<file path="src/rtl/csr_file_pkg.sv">
`default_nettype none
// ----------------------------------------------------------------------------
// csr_file_pkg: CSR addresses, op codes, field positions and WARL masks.
// Rev 1.0
// ----------------------------------------------------------------------------
package csr_file_pkg;

  typedef enum logic [1:0] {
    CSR_OP_READ  = 2'b00,
    CSR_OP_WRITE = 2'b01,
    CSR_OP_SET   = 2'b10,
    CSR_OP_CLEAR = 2'b11
  } csr_op_e;

  localparam logic [11:0] CSR_MSTATUS   = 12'h300;
  localparam logic [11:0] CSR_MISA      = 12'h301;
  localparam logic [11:0] CSR_MIE       = 12'h304;
  localparam logic [11:0] CSR_MTVEC     = 12'h305;
  localparam logic [11:0] CSR_MSCRATCH  = 12'h340;
  localparam logic [11:0] CSR_MEPC      = 12'h341;
  localparam logic [11:0] CSR_MCAUSE    = 12'h342;
  localparam logic [11:0] CSR_MTVAL     = 12'h343;
  localparam logic [11:0] CSR_MIP       = 12'h344;
  localparam logic [11:0] MSR_MTAGS     = 12'h7C0;
  localparam logic [11:0] CSR_MCYCLE    = 12'hB00;
  localparam logic [11:0] CSR_MINSTRET  = 12'hB02;
  localparam logic [11:0] CSR_MCYCLEH   = 12'hB80;
  localparam logic [11:0] CSR_MINSTRETH = 12'hB82;
  localparam logic [11:0] CSR_CYCLE     = 12'hC00;
  localparam logic [11:0] CSR_INSTRET   = 12'hC02;
  localparam logic [11:0] CSR_CYCLEH    = 12'hC80;
  localparam logic [11:0] CSR_INSTRETH  = 12'hC82;
  localparam logic [11:0] CSR_MVENDORID = 12'hF11;
  localparam logic [11:0] CSR_MHARTID   = 12'hF14;

  localparam int MSTATUS_MIE_BIT  = 3;
  localparam int MSTATUS_MPIE_BIT = 7;
  localparam int MIP_MSIP_BIT     = 3;
  localparam int MIP_MTIP_BIT     = 7;
  localparam int MIP_MEIP_BIT     = 11;

  localparam logic [31:0] MSTATUS_MPP_BITS = 32'h0000_1800;
  localparam logic [31:0] MIE_WMASK        = 32'h0000_0888;
  localparam logic [31:0] ALIGN_MASK       = 32'hFFFF_FFFC;

  // The whole 0xC00-0xFFF quadrant is read-only, plus misa.
  function automatic logic csr_is_ro(input logic [11:0] addr);
    return (addr[11:10] == 2'b11) || (addr == CSR_MISA);
  endfunction

endpackage
`default_nettype wire

</file>
<file path="src/rtl/csr_counter64.sv">
`default_nettype none
// ----------------------------------------------------------------------------
// csr_counter64: double-width counter; a half write overrides the increment.
// Rev 1.0
// ----------------------------------------------------------------------------
module csr_counter64 #(
  parameter int W = 32
) (
  input  logic           clk_i,
  input  logic           rst_n_i,
  input  logic           inc_i,
  input  logic           wr_lo_i,
  input  logic           wr_hi_i,
  input  logic [W-1:0]   wdata_i,
  output logic [2*W-1:0] value_o
);

  logic [W-1:0] lo_q;
  logic [W-1:0] hi_q;

  always_ff @(posedge clk_i or negedge rst_n_i) begin
    if (!rst_n_i) begin
      lo_q <= '0;
      hi_q <= '0;
    end else if (wr_lo_i) begin
      lo_q <= wdata_i;
    end else if (wr_hi_i) begin
      hi_q <= wdata_i;
    end else if (inc_i) begin
      {hi_q, lo_q} <= {hi_q, lo_q} + (2*W)'(1);
    end
  end

  assign value_o = {hi_q, lo_q};

endmodule
`default_nettype wire

</file>
<file path="src/rtl/csr_file.sv">
`default_nettype none
// ----------------------------------------------------------------------------
// csr_file: machine-mode CSR unit, 2-cycle RMW access, trap/mret updates.
// Optional mcycle/minstret counters with macro CSR_COUNTERS_EN.  Rev 1.0
// ----------------------------------------------------------------------------
module csr_file
  import csr_file_pkg::*;
#(
  parameter int              XLEN        = 32,
  parameter logic [XLEN-1:0] HART_ID     = '0,
  parameter logic [XLEN-1:0] VENDOR_ID   = '0,
  parameter logic [XLEN-1:0] MISA_VALUE  = 32'h4000_0100,
  parameter logic [XLEN-1:0] MTVEC_RESET = 32'h0000_0100,
  parameter int              TAGS_WIDTH  = 8
) (
  input  logic            clk_i,
  input  logic            rst_n_i,
  input  logic            csr_en_i,
  input  logic [1:0]      csr_op_i,
  input  logic [11:0]     csr_addr_i,
  input  logic [XLEN-1:0] csr_data_i,
  output logic [XLEN-1:0] csr_data_o,
  output logic            csr_busy_o,
  output logic            csr_done_o,
  output logic            csr_exists_o,
  output logic            csr_ro_o,
  input  logic            trap_i,
  input  logic [XLEN-1:0] trap_cause_i,
  input  logic [XLEN-1:0] trap_epc_i,
  input  logic [XLEN-1:0] trap_tval_i,
  input  logic            mret_i,
  input  logic            instret_i,
  input  logic            irq_ext_i,
  input  logic            irq_timer_i,
  output logic [XLEN-1:0] mtvec_o,
  output logic [XLEN-1:0] mepc_o,
  output logic            irq_pending_o
);

  logic                  busy_q, done_q, exists_q, ro_q;
  logic [XLEN-1:0]       rdata_q;
  csr_op_e               op_q;
  logic [11:0]           addr_q;
  logic [XLEN-1:0]       opnd_q;

  logic                  st_mie_q, st_mpie_q, msip_q;
  logic [XLEN-1:0]       mie_q, mtvec_q, mepc_q, mcause_q, mtval_q, mscratch_q;
  logic [TAGS_WIDTH-1:0] mtags_q;

  logic [XLEN-1:0]       old_d, new_d, mip_w, mstatus_w;
  logic                  exists_d, commit_d;

`ifdef CSR_COUNTERS_EN
  logic [2*XLEN-1:0]     mcycle_w, minstret_w;
`endif

  always_comb begin
    mip_w                   = '0;
    mip_w[MIP_MEIP_BIT]     = irq_ext_i;
    mip_w[MIP_MTIP_BIT]     = irq_timer_i;
    mip_w[MIP_MSIP_BIT]     = msip_q;
    mstatus_w               = MSTATUS_MPP_BITS;
    mstatus_w[MSTATUS_MIE_BIT]  = st_mie_q;
    mstatus_w[MSTATUS_MPIE_BIT] = st_mpie_q;
  end

  always_comb begin
    old_d    = '0;
    exists_d = 1'b1;
    case (addr_q)
      CSR_MSTATUS:   old_d = mstatus_w;
      CSR_MISA:      old_d = MISA_VALUE;
      CSR_MIE:       old_d = mie_q;
      CSR_MTVEC:     old_d = mtvec_q;
      CSR_MSCRATCH:  old_d = mscratch_q;
      CSR_MEPC:      old_d = mepc_q;
      CSR_MCAUSE:    old_d = mcause_q;
      CSR_MTVAL:     old_d = mtval_q;
      CSR_MIP:       old_d = mip_w;
      CSR_MVENDORID: old_d = VENDOR_ID;
      CSR_MHARTID:   old_d = HART_ID;
      MSR_MTAGS:     old_d[TAGS_WIDTH-1:0] = mtags_q;
`ifdef CSR_COUNTERS_EN
      CSR_MCYCLE,   CSR_CYCLE:    old_d = mcycle_w[XLEN-1:0];
      CSR_MCYCLEH,  CSR_CYCLEH:   old_d = mcycle_w[2*XLEN-1:XLEN];
      CSR_MINSTRET, CSR_INSTRET:  old_d = minstret_w[XLEN-1:0];
      CSR_MINSTRETH, CSR_INSTRETH: old_d = minstret_w[2*XLEN-1:XLEN];
`endif
      default:       exists_d = 1'b0;
    endcase
  end

  always_comb begin
    case (op_q)
      CSR_OP_WRITE: new_d = opnd_q;
      CSR_OP_SET:   new_d = old_d | opnd_q;
      CSR_OP_CLEAR: new_d = old_d & ~opnd_q;
      default:      new_d = old_d;
    endcase
  end

  // Reads never commit, so a plain read of a counter cannot stall its increment.
  assign commit_d = busy_q && exists_d && !csr_is_ro(addr_q) && (op_q != CSR_OP_READ);

  always_ff @(posedge clk_i or negedge rst_n_i) begin
    if (!rst_n_i) begin
      busy_q   <= 1'b0;
      done_q   <= 1'b0;
      exists_q <= 1'b0;
      ro_q     <= 1'b0;
      rdata_q  <= '0;
      op_q     <= CSR_OP_READ;
      addr_q   <= '0;
      opnd_q   <= '0;
    end else begin
      done_q <= 1'b0;
      if (busy_q) begin
        busy_q   <= 1'b0;
        done_q   <= 1'b1;
        rdata_q  <= old_d;
        exists_q <= exists_d;
        ro_q     <= exists_d && csr_is_ro(addr_q) && (op_q != CSR_OP_READ);
      end else if (csr_en_i) begin
        busy_q <= 1'b1;
        op_q   <= csr_op_e'(csr_op_i);
        addr_q <= csr_addr_i;
        opnd_q <= csr_data_i;
      end
    end
  end

  // Trap and mret own the trap-state registers in the cycle they fire.
  always_ff @(posedge clk_i or negedge rst_n_i) begin
    if (!rst_n_i) begin
      st_mie_q  <= 1'b0;
      st_mpie_q <= 1'b0;
      mepc_q    <= '0;
      mcause_q  <= '0;
      mtval_q   <= '0;
    end else if (trap_i) begin
      st_mpie_q <= st_mie_q;
      st_mie_q  <= 1'b0;
      mepc_q    <= trap_epc_i & ALIGN_MASK;
      mcause_q  <= trap_cause_i;
      mtval_q   <= trap_tval_i;
    end else begin
      if (mret_i) begin
        st_mie_q  <= st_mpie_q;
        st_mpie_q <= 1'b1;
      end else if (commit_d && addr_q == CSR_MSTATUS) begin
        st_mie_q  <= new_d[MSTATUS_MIE_BIT];
        st_mpie_q <= new_d[MSTATUS_MPIE_BIT];
      end
      if (commit_d && addr_q == CSR_MEPC)   mepc_q   <= new_d & ALIGN_MASK;
      if (commit_d && addr_q == CSR_MCAUSE) mcause_q <= new_d;
      if (commit_d && addr_q == CSR_MTVAL)  mtval_q  <= new_d;
    end
  end

  always_ff @(posedge clk_i or negedge rst_n_i) begin
    if (!rst_n_i) begin
      mie_q      <= '0;
      mtvec_q    <= MTVEC_RESET;
      mscratch_q <= '0;
      msip_q     <= 1'b0;
      mtags_q    <= '0;
    end else if (commit_d) begin
      case (addr_q)
        CSR_MIE:      mie_q      <= new_d & MIE_WMASK;
        CSR_MTVEC:    mtvec_q    <= new_d & ALIGN_MASK;
        CSR_MSCRATCH: mscratch_q <= new_d;
        CSR_MIP:      msip_q     <= new_d[MIP_MSIP_BIT];
        MSR_MTAGS:    mtags_q    <= new_d[TAGS_WIDTH-1:0];
        default: ;
      endcase
    end
  end

`ifdef CSR_COUNTERS_EN
  csr_counter64 #(.W(XLEN)) u_mcycle (
    .clk_i   (clk_i),
    .rst_n_i (rst_n_i),
    .inc_i   (1'b1),
    .wr_lo_i (commit_d && addr_q == CSR_MCYCLE),
    .wr_hi_i (commit_d && addr_q == CSR_MCYCLEH),
    .wdata_i (new_d),
    .value_o (mcycle_w)
  );

  csr_counter64 #(.W(XLEN)) u_minstret (
    .clk_i   (clk_i),
    .rst_n_i (rst_n_i),
    .inc_i   (instret_i),
    .wr_lo_i (commit_d && addr_q == CSR_MINSTRET),
    .wr_hi_i (commit_d && addr_q == CSR_MINSTRETH),
    .wdata_i (new_d),
    .value_o (minstret_w)
  );
`else
  logic unused_instret;
  assign unused_instret = instret_i;
`endif

  assign csr_data_o    = rdata_q;
  assign csr_busy_o    = busy_q;
  assign csr_done_o    = done_q;
  assign csr_exists_o  = exists_q;
  assign csr_ro_o      = ro_q;
  assign mtvec_o       = mtvec_q;
  assign mepc_o        = mepc_q;
  assign irq_pending_o = st_mie_q && ((mip_w & mie_q) != '0);

endmodule
`default_nettype wire

</file>
<file path="config.mk">
export PLATFORM = sky130hd
export DESIGN_NAME = csr_file
export DESIGN_NICKNAME = d
export VERILOG_FILES = /design/src/rtl/csr_file_pkg.sv /design/src/rtl/csr_counter64.sv /design/src/rtl/csr_file.sv
export SDC_FILE = /design/constraint.sdc
export NUM_CORES = 1
export LEC_CHECK = 0
export CORE_MARGIN = 5
export CORE_UTILIZATION = 52
export DETAILED_ROUTE_END_ITERATION = 7
export PLACE_DENSITY = 0.77
export SYNTH_ARGS = -nofsm -noshare
export SYNTH_HDL_FRONTEND = slang
export SYNTH_SLANG_ARGS = --single-unit
</file>
<file path="constraint.sdc">
create_clock -name clk_i -period 2.9 [get_ports clk_i]
set_input_delay 0.29 -clock clk_i [delete_from_list [all_inputs] [get_ports clk_i]]
set_output_delay 0.29 -clock clk_i [all_outputs]
set_load 0.01 [all_outputs]
</file>
==> reports/qor.csv <==
stage;metric;value;unit
min_path;hold_sp;trap_tval_i[3];
outcome;status;completed;
timing;worst-margin pin slew;882;ps
global_routing;largest net degree at the start of global routing;83;
die;die area;27100;um2
timing;f_max;363;MHz
logic_synthesis;Netlist cell types;71;
logic_synthesis;Post-Syn Area per Cell;10.1;um2
pwr;Pwr per Cell Area;572;nW/um2
routing;DRT Pass-1 Iters;6;
clock_tree;Clock Latency Late Sink;530;ps
routing;Vias/cell;6.25;
worst_setup_path;CP max FO;14;
routing;# DRC;0;
placement;gp weighted congestion;0.937;
global_routing;GRT Total Usage;0.312;
worst_setup_path;crit start category;flip-flop;
worst_setup_path;Worst EP arrival;3140;ps
layout;area of the multi-input gates;5730;um2
placement;IO buf count;243;
placement;hpwl dp;29.7;mm
layout;layout cells sized above 1;0.192;
logic_synthesis;Syn Inst Count;1224;
logic_synthesis;main flop type after synthesis;dfrtp_1;
pwr;Power Total;9.62;mW
logic_synthesis;Area contributors post-synth;dfrtp_1 (51%), mux2_2 (8.7%), o21ai_0 (6.8%), nand2_1 (5.8%), a22oi_1 (2.7%);
routing;final WL;43.2;mm
routing;Avg WL per Cell;23.4;um
placement;Placed Instances;1791;
logic_synthesis;Seq/Total Area, Yosys;0.508;
min_path;class of the worst hold path;in2reg;
die;Starting Density;0.529;
clock_tree;CTS tree;yes;
clock_tree;Max Root-Sink Buffers;3;
pwr;Peak VDD IR;0.444;mV
routing;ANT nets after route;0;
worst_setup_path;Worst setup startpoint;addr_q[5];
global_routing;vias in the first global route;11900;
layout;nets@finish;1654;
die;Die W;165;um
clock_tree;CTS Buf Count;27;
logic_synthesis;synth cell count leaders;dfrtp_1 (251), nand2_1 (192), o21ai_0 (168), mux2_2 (96), clkbuf_1 (64);
logic_synthesis;count leader, synth;dfrtp_1;
timing;Slew headroom;0.409;
layout;filler cell count;1715;
clock_tree;clk sinks;252;
die;Die Y;165;um
die;CORE AREA;23500;um2
global_routing;GRT overflow;0;
logic_synthesis;yosys warns;0;
logic_synthesis;largest area contributor in the netlist;dfrtp_1;
timing;final setup fails;0;
die;row count;56;
timing;Final Hold Viols;0;
flow_run;max_cap viols;0;
worst_setup_path;reg-to-reg startpoint;addr_q[5];
timing;fin crit share;0.949;
die;num ports;251;
global_routing;initial antenna violation count;2;
logic_synthesis;Synth Cell Area;12400;um2
routing;routed vias;11500;
layout;Finished Layout Cells;1845;
timing;Final Slew Violations;0;
worst_setup_path;Required @ worst endpoint;3280;ps
pwr;Leakage;6.96;nW
logic_synthesis;synthesized flop and latch total;252;
clock_tree;htree depth;1;
worst_setup_path;Critical Path Sink Type;flip-flop;
logic_synthesis;top-area cell type share of the netlist area;0.506;
layout;Area growth, synth to finish;35.5;%
global_routing;first-pass GRT wire length;66.0;mm
layout;FF/Latch Area;6310;um2
worst_setup_path;Setup Crit Path Kind;reg2reg;
clock_tree;Clock transition at path regs;60;ps
logic_synthesis;Post-synth ARST share;1.00;
clock_tree;clock root cell;clkbuf_16;
routing;Detailed Route Iter0 Violations;1104;
timing;Fin Clk Skew;9.79;ps
logic_synthesis;number of flops mapped to enable cells by yosys;0;
timing;minimum clock period;2750;ps
[state kept, by name (all words and copies together) (netlist names), 8 cells and up]
register,flops
addr_q,12
mtags_q,8
mtvec_o,30
csr_data_o,32
mtval_q,32
mcause_q,32
mepc_o,30
mscratch_q,32
opnd_q,32
[logic make-up (layout without fill, tap and decap cells)]
family | Yosys count | count (layout) | synth area share
multiplexers | 116 | 116 | 0.108
AND/OR/NAND/NOR | 353 | 353 | 0.143
AO/OA/AOI/OAI | 383 | 383 | 0.195
buffers and inverters | 109 | 406 | 0.0384
other | 1 | 6 | 0.000302
flip-flops | 252 | 252 | 0.508
XOR/XNOR | 10 | 10 | 0.00705
[worst max-delay path: stages, from the launching register on]
cell       delay (ps)
dfrtp_1           380
nand4bb_1         210
buf_4             230
nor2_4             60
and3_1            290
buf_12            210
a222oi_1          290
nand2_1           180
a221oi_1          550
o21ai_0           200
[through the flow]
step,setup slack (ps),util,hold WS [ps],TNS (ps),cell area (um2)
2_1_floorplan,354,-,-5.59,0,12400
3_3_place_gp,84.4,0.670,337,0,15700
3_5_place_dp,62.8,0.670,343,0,15700
4_1_cts,0.321,0.713,290,0,16700
5_1_grt,-15.0,0.717,324,-15.0,16800
6_report,147,0.717,302,0,16800
[area by class of cell]
type	instances	share of cell area
Multi-Input combinational cell	866	0.340
Timing Repair Buffer	342	0.199
Antenna cell	2	0.000297
Sequential cell	252	0.375
Clock inverter	12	0.0126
Inverter	15	0.00335
Tap cell	319	0.0237
Clock buffer	37	0.0460
[metal layers]
layer | routed length, um | track usage | vias up | part of all wire
met5 | 7 | 0 | - | 0.00016
met3 | 4250 | 0.0626 | 123 | 0.099
met2 | 20300 | 0.501 | 640 | 0.47
met1 | 17000 | 0.418 | 5698 | 0.39
li1 | - | - | 5075 | -
met4 | 1610 | 0.127 | 2 | 0.037
[layout by cell type, fill, tap and decap left out, drive strengths merged, types with 3 or more instances in the layout]
master	netlist	routed
clkbuf	64	37
buf	30	100
clkinv	0	5
a21oi	44	44
a22oi	56	56
o21ai	195	195
a32o	4	4
nor2b	7	7
or3b	3	3
or2	3	3
mux2	96	96
nand4	18	18
nor2	42	42
and3	4	4
mux2i	15	15
a221oi	15	15
a211oi	6	6
a31oi	15	15
bufinv	0	6
a211o	3	3
and2	9	9
nor4bb	4	4
nor4	7	7
conb	1	4
nand3	8	8
o211ai	3	3
xnor2	9	9
nor4b	3	3
nor3b	19	19
nand2	193	193
nor3	17	17
dfrtp	251	251
mux4	5	5
a222oi	21	21
nand2b	3	3
o221ai	6	6
inv	15	15
clkdlybuf4s50	0	241
[power by group]
part	internal (mW)	switching, mW	total, mW
registers	3.75	0.214	3.97
logic	0.872	0.954	1.83
clock network	2.39	1.44	3.82
[path summary, 6_finish.rpt]
kind,end,slack [ps],depth (start not counted)
min in group asynchronous,mscratch_q[7],350,2
hold reg to reg,mscratch_q[11],480,2
hold / removal,mtval_q[3],300,3
setup reg to reg,mscratch_q[18],150,9
max in group asynchronous,mtvec_o[8],1650,3
setup / recovery,mscratch_q[18],150,9
[repair_timing]
item,CTS,global route
hold buffers,1,0
endpoints found under the hold margin,78,0
setup buffers,0,2
gates resized for setup,0,10
setup endpoints to repair,0,120
Power figures use the tool's default switching activity.
